==> config.mk <==
export PLATFORM = sky130hd
export DESIGN_NAME = divider
export DESIGN_NICKNAME = d
export VERILOG_FILES = /design/src/rtl/divider.sv
export SDC_FILE = /design/constraint.sdc
export NUM_CORES = 1
export LEC_CHECK = 0
export CAP_MARGIN = 20
export CELL_PAD_IN_SITES_DETAIL_PLACEMENT = 0
export CELL_PAD_IN_SITES_GLOBAL_PLACEMENT = 1
export CORE_ASPECT_RATIO = 0.8
export CORE_MARGIN = 4
export CORE_UTILIZATION = 47
export CTS_CLUSTER_DIAMETER = 30
export DETAILED_ROUTE_END_ITERATION = 10
export DONT_BUFFER_PORTS = 1
export PLACE_DENSITY = 0.79
export SETUP_SLACK_MARGIN = 0.2
export SLEW_MARGIN = 20
export SYNTH_ARGS = -nofsm -noshare
export SYNTH_HDL_FRONTEND = slang
export SYNTH_SLANG_ARGS = --single-unit
==> constraint.sdc <==
create_clock -name clk -period 2.4 [get_ports clk]
set_input_delay 0.48 -clock clk [delete_from_list [all_inputs] [get_ports clk]]
set_output_delay 0.48 -clock clk [all_outputs]
set_load 0.005 [all_outputs]
==> src/rtl/divider.sv <==
// Sequential unsigned restoring divider: one quotient bit per clock, start/busy/done
// handshake, registered quotient/remainder and a divide-by-zero flag.
module divider #(
  parameter int n = 8
) (
  input  logic         clk,
  input  logic         rst,
  input  logic         start,
  input  logic [n-1:0] in1,
  input  logic [n-1:0] in2,
  output logic         busy,
  output logic         done,
  output logic [n-1:0] quotient,
  output logic [n-1:0] remainder,
  output logic         div_by_zero
);

  localparam int CW = $clog2(n + 1);

  typedef enum logic [1:0] {IDLE, RUN, DONE} state_t;

  state_t        r_state, w_next;
  logic [CW-1:0] r_cnt;
  logic [n-1:0]  r_div, r_q, w_qn;
  logic [n:0]    r_r, w_rsh, w_rn;
  logic          w_accept, w_last, w_zero;

  assign w_accept = start && (r_state == IDLE || r_state == DONE);
  assign w_zero   = (in2 == '0);
  assign w_last   = (r_cnt == CW'(1));
  assign busy     = (r_state == RUN);
  assign done     = (r_state == DONE);

  // Partial remainder is one bit wider than the divisor so the compare/subtract never overflows.
  assign w_rsh = {r_r[n-1:0], r_q[n-1]};

  always_comb begin
    w_rn = w_rsh;
    w_qn = {r_q[n-2:0], 1'b0};
    if (w_rsh >= {1'b0, r_div}) begin
      w_rn    = w_rsh - {1'b0, r_div};
      w_qn[0] = 1'b1;
    end
  end

  always_ff @(posedge clk or posedge rst) begin
    if (rst) r_state <= IDLE;
    else     r_state <= w_next;
  end

  always_comb begin
    w_next = r_state;
    case (r_state)
      IDLE, DONE: begin
        if (w_accept)            w_next = w_zero ? DONE : RUN;
        else if (r_state == DONE) w_next = IDLE;
      end
      RUN:     if (w_last) w_next = DONE;
      default: w_next = IDLE;
    endcase
  end

  always_ff @(posedge clk or posedge rst) begin
    if (rst) begin
      r_cnt       <= '0;
      r_div       <= '0;
      r_q         <= '0;
      r_r         <= '0;
      quotient    <= '0;
      remainder   <= '0;
      div_by_zero <= 1'b0;
    end else if (w_accept) begin
      if (w_zero) begin
        quotient    <= '1;
        remainder   <= in1;
        div_by_zero <= 1'b1;
      end else begin
        r_div <= in2;
        r_q   <= in1;
        r_r   <= '0;
        r_cnt <= CW'(n);
      end
    end else if (r_state == RUN) begin
      r_r   <= w_rn;
      r_q   <= w_qn;
      r_cnt <= r_cnt - CW'(1);
      // Outputs only change here, so working values never leak out mid-run.
      if (w_last) begin
        quotient    <= w_qn;
        remainder   <= w_rn[n-1:0];
        div_by_zero <= 1'b0;
      end
    end
  end

endmodule

==> impl_metrics.xml <==
<?xml version="1.0" encoding="UTF-8"?>
<metrics>
  <group name="logic_synthesis">
    <metric name="synthDistinctLibCells" unit="">38</metric>
    <metric name="yosys-top-cells-count" unit="">nand2_1 (51), dfrtp_1 (47), nor2_1 (23), o21ai_0 (21), inv_1 (15)</metric>
    <metric name="synth-seq-cells" unit="">47</metric>
    <metric name="synth_edf_count" unit="">0</metric>
    <metric name="synth_top_cells_by_area" unit="">dfrtp_1 (49%), nand2_1 (7.9%), ha_1 (5.2%), o21ai_0 (4.4%), nor2_1 (3.6%)</metric>
    <metric name="synthFlopType" unit="">dfrtp_1</metric>
    <metric name="yosysWarnings" unit="">0</metric>
    <metric name="cell_type_with_the_largest_total_area_after_synthesis" unit="">dfrtp_1</metric>
    <metric name="synthesis.area" unit="sq um">2410</metric>
    <metric name="asyncSetResetFlopFracSynth" unit="">1.00</metric>
    <metric name="synthesis.area_per_instance" unit="sq um">9.01</metric>
    <metric name="most_frequently_used_cell_type_in_the_post_synthesis_netlist" unit="">nand2_1</metric>
    <metric name="synthesis.nets" unit="">298</metric>
    <metric name="seq_area_frac_synth" unit="">0.487</metric>
    <metric name="syn_inst" unit="">268</metric>
    <metric name="synth.top_cell.area_share" unit="">0.487</metric>
  </group>
  <group name="setup_path">
    <metric name="crit_path_cell_trace" unit="">inv_1 -&gt; ha_2 -&gt; and3_1 -&gt; o311ai_1 -&gt; nand3_1 -&gt; buf_4 -&gt; mux2_1 -&gt; o21ai_1</metric>
    <metric name="critical_path.reg2reg.endpoint" unit="">r_r[1]</metric>
    <metric name="crit_start" unit="">r_div[2]</metric>
    <metric name="timing.critical_path.fanout_max" unit="">11</metric>
    <metric name="worst_reg2reg_setup_slack" unit="ns">0.29</metric>
    <metric name="timing_worst_setup_path_type" unit="">reg2reg</metric>
    <metric name="crit_arrival" unit="ns">2.34</metric>
    <metric name="critical_path.reg2reg.startpoint" unit="">r_div[2]</metric>
    <metric name="required" unit="ns">2.63</metric>
    <metric name="reg2regPathDepth" unit="">8</metric>
    <metric name="timing.critical_path.max_delay_family" unit="">compound AO/OA/AOI/OAI gates</metric>
    <metric name="cell_type_of_the_slowest_stage_on_the_worst_timing_path" unit="">mux2_1</metric>
    <metric name="slowest_delay" unit="ns">0.37</metric>
    <metric name="critical_path_buf_inv_count" unit="">2</metric>
    <metric name="critPathCaptureType" unit="">flip-flop</metric>
    <metric name="worstSetupStartpointType" unit="">flip-flop</metric>
  </group>
  <group name="sta">
    <metric name="period_share" unit="">0.879</metric>
    <metric name="maxSlewViolCount" unit="">0</metric>
    <metric name="fin_ws" unit="ns">0.291</metric>
    <metric name="setup_violations" unit="">0</metric>
    <metric name="hold_viol_final" unit="">0</metric>
    <metric name="finalCriticalPeriod" unit="ns">2.11</metric>
    <metric name="tightest_slew" unit="ns">0.616</metric>
    <metric name="setup_repair_after_global_routing_missed_its_margin" unit="">yes</metric>
    <metric name="fin_worst_skew" unit="ns">0.00610</metric>
    <metric name="setup-tns-final" unit="ns">0</metric>
    <metric name="relative_slew_margins" unit="">0.588</metric>
    <metric name="fin_worst_hold_slack" unit="ns">0.0338</metric>
    <metric name="fmax" unit="MHz">474</metric>
  </group>
  <group name="floorplanning">
    <metric name="dieArea" unit="sq um">6350</metric>
    <metric name="floorplan.initialDensity" unit="">0.485</metric>
    <metric name="die_y" unit="um">72.1</metric>
    <metric name="placementRows" unit="">23</metric>
    <metric name="die_w" unit="um">88.1</metric>
    <metric name="floorplan.io_pins" unit="">38</metric>
    <metric name="area_inside_the_core_boundary" unit="sq um">4980</metric>
  </group>
  <group name="clocking">
    <metric name="cts_buffers" unit="">5</metric>
    <metric name="clock_insertion_delay_worst_skew" unit="ns">0.30</metric>
    <metric name="tritoncts" unit="">done</metric>
    <metric name="cts.htree.levels" unit="">2</metric>
    <metric name="tritoncts_num_sinks" unit="">47</metric>
    <metric name="cts.clk_slew.worst_paths" unit="ns">0.08</metric>
    <metric name="clock_tree.root_cell" unit="">clkbuf_8</metric>
    <metric name="cts-root-to-sink-buffers" unit="">2</metric>
    <metric name="cts_hold_repair.buffers" unit="">0</metric>
  </group>
  <group name="drt">
    <metric name="drc" unit="">0</metric>
    <metric name="routed_via_density" unit="">5.45</metric>
    <metric name="post_drt_wl_per_cell" unit="um">16.6</metric>
    <metric name="antenna_violating_nets_post_route" unit="">0</metric>
    <metric name="routed-via-count" unit="">1859</metric>
    <metric name="firstDrtPassIters" unit="">4</metric>
    <metric name="route.final.wire_length" unit="mm">5.65</metric>
    <metric name="drt_first_iter_violations" unit="">109</metric>
  </group>
  <group name="placement">
    <metric name="detailed_place_hpwl" unit="mm">4.17</metric>
    <metric name="port_buffers" unit="">0</metric>
    <metric name="placed_area" unit="sq um">2530</metric>
    <metric name="routabilityCongestion" unit="">0.760</metric>
    <metric name="preCtsSetupSlack" unit="ns">0.194</metric>
  </group>
  <group name="finish">
    <metric name="layout-drive-gt1-share" unit="">0.122</metric>
    <metric name="finish.net_count" unit="">309</metric>
    <metric name="areaGrowthSynthToFinish" unit="%">10.6</metric>
    <metric name="insertedDiodeCount" unit="">0</metric>
    <metric name="fin_area" unit="sq um">2670</metric>
  </group>
  <group name="grt">
    <metric name="first_global_vias" unit="">1836</metric>
    <metric name="pin_count_of_the_biggest_net_entering_global_routing" unit="">19</metric>
    <metric name="grt.total_usage" unit="">0.194</metric>
    <metric name="grt_pass1_wl" unit="mm">9.42</metric>
    <metric name="antenna_found_initial" unit="">0</metric>
    <metric name="globalRouteOverflowTotal" unit="">0</metric>
  </group>
  <group name="pwr">
    <metric name="peakVddDrop" unit="uV">633</metric>
    <metric name="pwr_density_cell" unit="nW/um^2">1620</metric>
    <metric name="power.total" unit="uW">4340</metric>
    <metric name="power_leakage" unit="uW">0.00124</metric>
  </group>
  <group name="hold_path">
    <metric name="worstHoldPathType" unit="">in2async</metric>
  </group>
  <group name="run_status">
    <metric name="run_status" unit="">completed</metric>
  </group>
  <group name="flow_run">
    <metric name="maxCapViolCount" unit="">0</metric>
  </group>
</metrics>
-- cell usage in the layout, fill, tap and decap left out, types with 2 or more instances in the layout --
| cell | Yosys | routed |
|---|---|---|
| a211oi_1 | 4 | 4 |
| a21oi_1 | 11 | 10 |
| a31oi_1 | 7 | 7 |
| and3_1 | 6 | 6 |
| buf_4 | 0 | 15 |
| clkbuf_8 | 0 | 6 |
| dfrtp_1 | 47 | 47 |
| ha_1 | 10 | 9 |
| inv_1 | 15 | 14 |
| inv_2 | 1 | 2 |
| mux2i_1 | 6 | 6 |
| nand2_1 | 51 | 51 |
| nand2b_1 | 5 | 4 |
| nand3_1 | 8 | 8 |
| nand3b_1 | 2 | 2 |
| nor2_1 | 23 | 22 |
| nor2b_1 | 3 | 3 |
| nor3_1 | 3 | 3 |
| nor4_1 | 3 | 3 |
| o211ai_1 | 5 | 5 |
| o21ai_0 | 21 | 20 |
| o21ai_1 | 4 | 4 |
| o21ai_2 | 2 | 3 |
| or3_1 | 3 | 3 |
| xnor2_1 | 3 | 3 |
| xor2_1 | 2 | 2 |
-- timing repair --
action	4_1_cts	5_1_grt
pin swaps	0	2
setup buffers	0	3
cloned	0	0
gates resized for setup	1	8
setup endpoints to repair	2	12
-- layout make-up --
type                    instances  area [sq um]
repair buffers                 15           113
clock inverters                 1          5.00
clock buffers                   6          82.6
multi-input cells             194          1160
flip-flops and latches         47          1180
well taps                      62          77.6
inverters                      16          60.1
fillers                       469          2310
-- registers in the layout, summed over array words and instances (netlist names) --
name / flops
quotient: 8
r_div: 8
r_q: 8
r_r: 8
remainder: 8
r_cnt: 4
r_state: 2
div_by_zero: 1
-- kinds of logic after synthesis --
family / Yosys count / synth area share
AND/OR/NAND/NOR: 110 / 0.204
AO/OA/AOI/OAI: 60 / 0.148
flip-flops: 47 / 0.487
buffers and inverters: 27 / 0.0467
adder cells (fa/ha/maj): 11 / 0.0601
multiplexers: 8 / 0.0358
XOR/XNOR: 5 / 0.0181
-- routing by layer --
metal | vias to the layer above | routed length (um) | track usage
li1 | 936 | - | -
met1 | 876 | 2710 | 0.282
met2 | 40 | 2550 | 0.288
met3 | 7 | 321 | 0.0477
met4 | 0 | 72 | 0.0604
met5 | - | 0 | 0
-- report_power, final --
part / total, uW / switching, uW / leakage [uW] / internal (uW)
combinational: 2380 / 1350 / 0.000633 / 1030
sequential: 1470 / 263 / 0.000559 / 1210
clock: 484 / 257 / 0.0000470 / 226
total: 4340 / 1870 / 0.00124 / 2460
-- stage by stage --
step / utilization / instances
3_3_place_gp: 0.508 / 331
5_1_grt: 0.536 / 341
4_1_cts: 0.526 / 338
2_1_floorplan: - / 268
6_report: 0.536 / 341
3_5_place_dp: 0.508 / 331
-- worst max-delay path by stage --
stage | slack, ns | cells after the start | end
2_1_floorplan | 0.40 | 8 | remainder[6]
3_3_place_gp | 0.25 | 8 | remainder[6]
5_1_grt | 0.17 | 9 | r_r[6]
6_report | 0.29 | 8 | r_r[1]
4_1_cts | 0.22 | 8 | r_r[6]
3_5_place_dp | 0.19 | 8 | r_r[6]
No activity file was read; power rests on OpenSTA's default activity.
